**config.mk**
```make
export PLATFORM = sky130hd
export DESIGN_NAME = tqvp_stevej_wdt_escalator
export DESIGN_NICKNAME = d
export VERILOG_FILES = /design/src/rtl/tqvp_stevej_wdt_escalator.sv
export SDC_FILE = /design/constraint.sdc
export NUM_CORES = 1
export LEC_CHECK = 0
export BUFFER_PORTS_ARGS = -buffer_cell sky130_fd_sc_hd__buf_2
export CAP_MARGIN = 25
export CORE_MARGIN = 2
export CORE_UTILIZATION = 41
export CTS_CLUSTER_SIZE = 28
export DETAILED_ROUTE_END_ITERATION = 16
export PLACE_DENSITY = 0.74
export RECOVER_POWER = 100
export SYNTH_ARGS = -nofsm -noshare
export SYNTH_HDL_FRONTEND = slang
export SYNTH_SLANG_ARGS = --single-unit
```
**constraint.sdc**
```tcl
create_clock -name clk -period 4 [get_ports clk]
set_clock_uncertainty 0.2 [all_clocks]
set_input_delay 1 -clock clk [delete_from_list [all_inputs] [get_ports clk]]
set_output_delay 1 -clock clk [all_outputs]
set_load 0.005 [all_outputs]
```
**src/rtl/tqvp_stevej_wdt_escalator.sv**
```systemverilog
// Watchdog escalation controller: warning IRQ, programmable grace period, then a timed
// system-reset pulse. TinyQV peripheral bus slave with CTRL/GRACE/STATUS/CLEAR registers.
module tqvp_stevej_wdt_escalator #(
   parameter int         GRACE_W   = 16,
   parameter int         RST_PULSE = 16,
   parameter logic [7:0] CLR_KEY   = 8'hA5
) (
   input  logic        clk,
   input  logic        rst_n,
   input  logic [5:0]  address,
   input  logic [31:0] data_in,
   input  logic [1:0]  data_write_n,
   input  logic [1:0]  data_read_n,
   output logic [31:0] data_out,
   output logic        data_ready,
   input  logic        wdt_expired,
   input  logic        wdt_pat,
   output logic        warn_irq,
   output logic        sys_reset_n
);
   localparam int PW    = $clog2(RST_PULSE + 1);
   localparam int CNT_W = (GRACE_W > PW) ? GRACE_W : PW;

   typedef enum logic [1:0] {
      S_IDLE  = 2'd0,
      S_ARMED = 2'd1,
      S_WARN  = 2'd2,
      S_RESET = 2'd3
   } state_t;

   state_t             state_q, state_d;
   logic               arm_q, arm_d;
   logic               lock_q, lock_d;
   logic [GRACE_W-1:0] grace_q, grace_d;
   logic [CNT_W-1:0]   cnt_q, cnt_d;
   logic [7:0]         rst_cnt_q, rst_cnt_d;
   logic               warn_q, warn_d;
   logic               srn_q, srn_d;

   logic wr, ctrl_wr, grace_wr, disarm, clear_ok;

   // Reads are side-effect free, so data_read_n is not needed.
   logic unused_in;
   assign unused_in = ^{data_read_n, data_in};

   assign wr       = (data_write_n != 2'b11);
   assign ctrl_wr  = wr && (address == 6'h00);
   assign grace_wr = wr && (address == 6'h01) && !lock_q;
   assign disarm   = ctrl_wr && !lock_q && !data_in[0];
   assign clear_ok = wr && (address == 6'h03) && (data_in[7:0] == CLR_KEY);

   always_comb begin
      state_d   = state_q;
      arm_d     = arm_q;
      lock_d    = lock_q;
      grace_d   = grace_q;
      cnt_d     = cnt_q;
      rst_cnt_d = rst_cnt_q;
      warn_d    = warn_q;
      srn_d     = srn_q;

      if (ctrl_wr) begin
         if (!lock_q) arm_d = data_in[0];
         lock_d = lock_q | data_in[1];
      end
      if (grace_wr) grace_d = data_in[GRACE_W-1:0];

      case (state_q)
         S_IDLE: begin
            if (arm_q && !disarm) state_d = S_ARMED;
         end
         S_ARMED: begin
            if (disarm) begin
               state_d = S_IDLE;
            end else if (wdt_expired) begin
               state_d = S_WARN;
               cnt_d   = CNT_W'(grace_q);
               warn_d  = 1'b1;
            end
         end
         S_WARN: begin
            // Disarm beats recovery, which beats grace expiry.
            if (disarm) begin
               state_d = S_IDLE;
               warn_d  = 1'b0;
            end else if (clear_ok || wdt_pat) begin
               state_d = S_ARMED;
               warn_d  = 1'b0;
            end else if (cnt_q == '0) begin
               state_d = S_RESET;
               warn_d  = 1'b0;
               srn_d   = 1'b0;
               cnt_d   = CNT_W'(RST_PULSE - 1);
               if (rst_cnt_q != 8'hFF) rst_cnt_d = rst_cnt_q + 8'd1;
            end else begin
               cnt_d = cnt_q - 1'b1;
            end
         end
         default: begin
            if (cnt_q == '0) begin
               srn_d = 1'b1;
               if (lock_q) begin
                  state_d = S_ARMED;
               end else begin
                  state_d = S_IDLE;
                  arm_d   = 1'b0;
               end
            end else begin
               cnt_d = cnt_q - 1'b1;
            end
         end
      endcase
   end

   always_ff @(posedge clk or negedge rst_n) begin
      if (!rst_n) begin
         state_q   <= S_IDLE;
         arm_q     <= 1'b0;
         lock_q    <= 1'b0;
         grace_q   <= '1;
         cnt_q     <= '0;
         rst_cnt_q <= 8'd0;
         warn_q    <= 1'b0;
         srn_q     <= 1'b1;
      end else begin
         state_q   <= state_d;
         arm_q     <= arm_d;
         lock_q    <= lock_d;
         grace_q   <= grace_d;
         cnt_q     <= cnt_d;
         rst_cnt_q <= rst_cnt_d;
         warn_q    <= warn_d;
         srn_q     <= srn_d;
      end
   end

   always_comb begin
      case (address)
         6'h00:   data_out = {30'd0, lock_q, arm_q};
         6'h01:   data_out = 32'(grace_q);
         6'h02:   data_out = {16'd0, rst_cnt_q, 6'd0, state_q};
         default: data_out = 32'd0;
      endcase
   end

   assign data_ready  = 1'b1;
   assign warn_irq    = warn_q;
   assign sys_reset_n = srn_q;

endmodule

```
==> results of run 1 <==
## how the worst max path moves through the flow
stage / startpoint / end / slack [ns]
3_3_place_gp: address[3] / data_out[14] / 0.35
3_5_place_dp: address[3] / data_out[12] / 0.35
5_1_grt: address[3] / data_out[12] / 0.17
4_1_cts: address[3] / data_out[14] / 0.33
6_report: address[2] / data_out[14] / 0.34
2_1_floorplan: address[3] / data_out[10] / 0.51
## worst register-to-register path: cells and delay by family (launching register included)
family                     cells  cell delay, ns
buffers and inverters          1            0.09
muxes                          1            0.38
adders and majority gates      1            0.19
and+or+nand+nor                4            1.73
DFF                            1            0.42
## where the power goes
group / switching, W / internal, W
logic: 0.000579 / 0.000387
registers: 0.000128 / 0.000613
clock network: 0.000162 / 0.000123
total: 0.000868 / 0.00112
## kinds of logic (layout without fill, tap and decap cells)
family | count (synthesis) | after routing
buffers and inverters | 39 | 64
adders and majority gates | 6 | 6
DFF | 46 | 46
muxes | 22 | 22
and+or+nand+nor | 88 | 88
xor gates and xnor gates | 7 | 7
other | 2 | 17
AOI/OAI and AO/OA | 89 | 89
## sequential cells by signal, indices dropped and copies added, names as in the netlist
name and count:
lock_q 1, rst_cnt_q 8, warn_irq 1, cnt_q 16, sys_reset_n 1, arm_q 1
grace_q 16, state_q 2
## layout by cell type, fill, tap and decap left out, types with 3 or more instances in the layout
cell / instances
clkbuf_8: 5
nor3_1: 8
and2_0: 4
and3_1: 10
nor4_1: 5
mux2_2: 17
nand2_1: 16
xnor2_1: 6
inv_1: 6
buf_2: 35
dfstp_2: 17
nand4_1: 3
a22oi_1: 8
buf_4: 3
clkbuf_1: 10
nor2b_1: 6
ha_1: 6
a21oi_1: 22
nor2_1: 17
mux2i_1: 3
o21ai_0: 31
a22o_1: 10
conb_1: 17
dfrtp_1: 29
nand3_1: 4
## area by class of cell
cell class,count,area [µm²]
Multi-Input combinational cell,229,1500
Clock inverter,3,18.8
Clock buffer,5,68.8
Timing Repair Buffer,50,245
Tap cell,80,100
Inverter,6,22.5
Fill cell,653,3630
Sequential cell,46,1170
## stage by stage
step                std cells  util (%)  setup slack [ns]  instance area, µm²  hold slack, ns
floorplan                 314         -             0.511                2890           0.261
global placement          410      45.1             0.351                3050           0.286
detailed placement        410      45.1             0.353                3050           0.288
CTS                       418      46.4             0.331                3140           0.307
global route              419      46.2             0.168                3120           0.330
finish                    419      46.2             0.343                3120           0.305
## metal layers
metal	up-vias	GRT usage [%]	share of wire, %
met5	-	0	0
met4	0	4.62	1.5
met3	10	2.84	5.9
met2	90	29.4	49
li1	1140	-	-
met1	1172	25.7	44
==> flow_metrics.py, run 1 <==
metrics = {
    "timing": {
        "finalCriticalPeriod_ns": 3.66,
        "rsz0062_at_grt": "no",
        "finalCritPeriodShare_pct": 91.4,
        "max_slew.worst_pin.slew_ns": 2.18,
        "final_hold_viol_count": 0,
        "drv_slew": 42,
        "fmax_mhz": 273,
        "totalNegativeSetupSlack_ns": 0,
        "slew_headroom_pct": -45.2,
        "finalSetupViolCount": 0,
    },
    "worst_setup_path": {
        "critical-path-top-delay-family": "simple AND/OR/NAND/NOR gates",
        "worstPathArrival_ns": 2.46,
        "worst_r2r_path_depth": 7,
        "crit_path_cell_trace": "buf_2 > nor4_1 > buf_4 > nand2_1 > nor2_1 > a22o_1 > buf_2",
        "cpMostUsedCell": "buf_2",
        "r2r_slack_ns": 0.90,
        "reg2reg_from": "cnt_q[0]$_DFFE_PN0P_",
        "max_stage_delay_ns": 0.43,
        "critical_path_buf_inv_count": 3,
        "startpoint_type": "input pin",
        "reg2reg_to": "rst_cnt_q[1]$_DFFE_PN0P_",
        "slowest_stage": "nor2_1",
        "setup.worst_path.end_class": "output pin",
        "cp.depth": 7,
        "crit_type": "input pin to output pin",
        "required_ns": 2.80,
        "path_max_fanout": 10,
    },
    "route": {
        "dr.pass1.iters": 5,
        "post-route-drc-count": 0,
        "wl_mm": 6.53,
        "antenna_left": 0,
        "vias_per_cell": 5.76,
        "drt_iter0_drc": 209,
        "vias": 2412,
        "detail_route.wl_per_cell_um": 15.6,
    },
    "yosys": {
        "yosys.area.top_type": "dfrtp_1",
        "synth_area_leaders": "dfrtp_1 26%, dfstp_2 16%, mux2_2 6.8%, o21ai_0 5.3%, buf_4 4.5%",
        "ys.flop_type": "dfrtp_1",
        "synthTopCellsByCount": "30 x o21ai_0, 29 x dfrtp_1, 22 x a21oi_1",
        "ys_warn_count": 0,
        "synth_edf_count": 0,
        "synthCells": 299,
        "synthMuxAreaShare_pct": 8.61,
        "seq_area_frac_synth_pct": 41.4,
        "synth_adder_area_share_pct": 2.65,
        "avgSynthCellArea_um2": 9.47,
        "synth_xor_area_share_pct": 2.16,
        "netlist-cell-type-count": 52,
        "synth_compound_area_share_pct": 20.1,
        "synth_top_family_by_area": "compound AO/OA/AOI/OAI gates",
        "synth_top_area_share_pct": 25.6,
        "ys_async_sr_fraction_pct": 100,
        "synth-seq-cells": 46,
        "yosys.area_share.simple_pct": 17.2,
        "syn_area_um2": 2830,
        "yosysMostFrequentCell": "o21ai_0",
    },
    "global_routing": {
        "grt_antenna_before_repair": 0,
        "grt_pass1_vias": 2216,
        "grt_usage_pct": 18.2,
        "grt_pass1_wl_mm": 11.0,
        "overflow": 0,
        "grt_start_max_net_pins": 47,
    },
    "pwr": {
        "leakagePower_nw": 1.40,
        "peakVddDrop_mv": 0.267,
        "power_w": 0.00199,
        "power.density_nw_per_um2": 637,
    },
    "clocking": {
        "cts_buffer_depth": 2,
        "clkTransAtPathRegs_ns": 0.08,
        "cts_resized": 0,
        "cts_tree": "yes",
        "cts_setup_buffers": 0,
        "htree_levels": 2,
        "clockRootBuffer": "clkbuf_8",
        "cts_hold_buf": 0,
        "clk_latency_ns": 0.30,
        "cts_buffers": 5,
        "clock_sinks": 46,
    },
    "die": {
        "ios": 81,
        "die-height_um": 87.1,
        "fp-row-count": 30,
        "dieArea_um2": 7590,
        "die_w_um": 87.1,
        "initial_core_util_pct": 41.9,
        "fp.coreArea_um2": 6760,
    },
    "outcome": {
        "outcome": "finished, violations left",
        "violations": "max-capacitance violations, max-slew violations",
    },
    "hold_path": {
        "hold_path.class": "flip-flop to flip-flop",
        "hp-start": "rst_cnt_q[7]$_DFFE_PN0P_",
        "holdPathStages": 1,
        "min_to": "rst_cnt_q[7]$_DFFE_PN0P_",
    },
    "job": {
        "cap_viol_max_count": 1,
    },
    "finish": {
        "area_growth_pct": 10.3,
        "n_antenna_cell": 0,
        "drive_above_1_share_pct": 25.7,
        "fin_nets": 390,
    },
    "place": {
        "dp_hpwl_mm": 4.79,
        "place.gp.congestion": 0.895,
        "io_buffers": 45,
    },
}
Power figures use the tool's default switching activity.
==> inputs of run 2 (changes only) <==
==> constraint.sdc (replaced) <==
create_clock -name clk -period 4.6 [get_ports clk]
set_clock_uncertainty 0.2 [all_clocks]
set_input_delay 1.15 -clock clk [delete_from_list [all_inputs] [get_ports clk]]
set_output_delay 1.15 -clock clk [all_outputs]
set_load 0.005 [all_outputs]
==> run 2 against run 1 <==
Net effect: the flow still finishes with violations (max-capacitance violations, max-slew violations); sequential share of layout area rose by 0.090 points; clock power down 7.7%; cell count down 0.24%.
==> flow_metrics.py, run 2 (synthesis results as in run 1) <==
metrics = {
    "global_routing": {
        "grt_usage_pct": 17.9,
        "overflow": 0,
        "grt_start_max_net_pins": 47,
        "grt_antenna_before_repair": 0,
        "grt_pass1_wl_mm": 10.8,
        "grt_pass1_vias": 2318,
    },
    "place": {
        "io_buffers": 45,
        "place.gp.congestion": 0.895,
        "dp_hpwl_mm": 4.96,
        "placed_cells": 409,
    },
    "timing": {
        "fmax_mhz": 249,
        "finalCritPeriodShare_pct": 87.4,
        "rsz0062_at_grt": "no",
        "totalNegativeSetupSlack_ns": 0,
        "finalCriticalPeriod_ns": 4.02,
        "drv_slew": 41,
        "max_slew.worst_pin.slew_ns": 2.06,
        "slew_headroom_pct": -37.3,
        "finalSetupViolCount": 0,
        "final_hold_viol_count": 0,
    },
    "clocking": {
        "cts_hold_buf": 0,
        "cts_buffer_depth": 2,
        "htree_levels": 2,
        "cts_buffers": 5,
        "cts_resized": 0,
        "clkTransAtPathRegs_ns": 0.08,
        "clk_latency_ns": 0.31,
        "clockRootBuffer": "clkbuf_8",
        "cts_tree": "yes",
        "cts_setup_buffers": 0,
        "clock_sinks": 46,
    },
    "route": {
        "wl_mm": 6.57,
        "drt_iter0_drc": 174,
        "vias": 2435,
        "vias_per_cell": 5.83,
        "post-route-drc-count": 0,
        "detail_route.wl_per_cell_um": 15.7,
        "antenna_left": 0,
        "dr.pass1.iters": 4,
    },
    "die": {
        "ios": 81,
        "die-height_um": 87.1,
        "fp.coreArea_um2": 6760,
        "die_w_um": 87.1,
        "fp-row-count": 30,
        "initial_core_util_pct": 41.9,
        "dieArea_um2": 7590,
    },
    "worst_setup_path": {
        "startpoint_type": "input pin",
        "worstPathArrival_ns": 2.67,
        "path_max_fanout": 9,
        "setup.worst_path.end_class": "output pin",
        "crit_type": "input pin to output pin",
        "required_ns": 3.25,
    },
    "pwr": {
        "leakagePower_nw": 1.39,
        "peakVddDrop_mv": 0.249,
        "power.density_nw_per_um2": 564,
    },
    "finish": {
        "final_cell_mix": "33 x buf_2, 31 x o21ai_0, 29 x dfrtp_1",
        "final_common_cell": "buf_2",
        "fin_nets": 389,
        "stdcell_count": 418,
        "top_regs": "cnt_q (16), grace_q (16), rst_cnt_q (8)",
        "area_growth_pct": 10.0,
        "n_antenna_cell": 0,
        "drive_above_1_share_pct": 24.0,
        "fillCellCount": 669,
    },
    "hold_path": {
        "hold_path.class": "flip-flop to flip-flop",
    },
    "job": {
        "cap_viol_max_count": 1,
    },
    "outcome": {
        "outcome": "finished, violations left",
        "violations": "max-capacitance violations, max-slew violations",
    },
}
## run 2: where the power goes
group	total (W)	leakage, nW	internal (W)	switching (W)
combinational	0.000851	0.784	0.000339	0.000512
clock	0.000263	0.0489	0.000124	0.000139
sequential	0.000645	0.557	0.000533	0.000112
## run 2: cell type report
class | count | area [µm²] | share of cell area [%]
multi-input cells | 229 | 1490 | 47.8
flip-flops and latches | 46 | 1170 | 37.6
repair buffers | 49 | 236 | 7.59
well taps | 80 | 100 | 3.21
clock buffers | 7 | 86.3 | 2.77
inverters | 6 | 22.5 | 0.723
clock inverters | 1 | 8.76 | 0.281
## run 2: path summary, 6_finish.rpt
kind	startpoint	depth (start not counted)	end	slack, ns
hold / removal	rst_cnt_q[7]$_DFFE_PN0P_	1	rst_cnt_q[7]$_DFFE_PN0P_	0.31
min in group asynchronous	rst_n	1	state_q[1]$_DFFE_PN0P_	0.53
setup reg to reg	cnt_q[0]$_DFFE_PN0P_	9	cnt_q[12]$_DFFE_PN0P_	1.40
max in group asynchronous	rst_n	2	cnt_q[4]$_DFFE_PN0P_	1.43
setup / recovery	address[0]	5	data_out[13]	0.58
hold reg to reg	rst_cnt_q[7]$_DFFE_PN0P_	1	rst_cnt_q[7]$_DFFE_PN0P_	0.31
## run 2: through the flow
step	hold WS, ns	area (µm²)	total power (W)	setup slack (ns)	util [%]
after floorplan	0.261	2890	0.00128	0.811	-
after global placement	0.277	3040	0.00146	0.663	45.0
after detailed placement	0.288	3040	0.00149	0.658	45.0
after CTS	0.301	3140	0.00176	0.649	46.4
after global routing	0.328	3120	0.00190	0.435	46.1
final	0.309	3120	0.00176	0.582	46.1
## run 2: layer usage
| metal | part of all wire [%] | wire, µm | GRT usage, % |
|---|---|---|---|
| met3 | 6.0 | 397 | 3.70 |
| met1 | 41 | 2710 | 22.8 |
| met5 | 0 | 0 | 0 |
| met2 | 51 | 3360 | 30.5 |
| met4 | 1.6 | 104 | 5.87 |
## run 2: worst max-delay path, stage by stage
cell and delay, ns:
clkbuf_1 0.26, nor2b_1 0.43, and2_0 0.48, a22o_1 0.23, buf_1 0.12
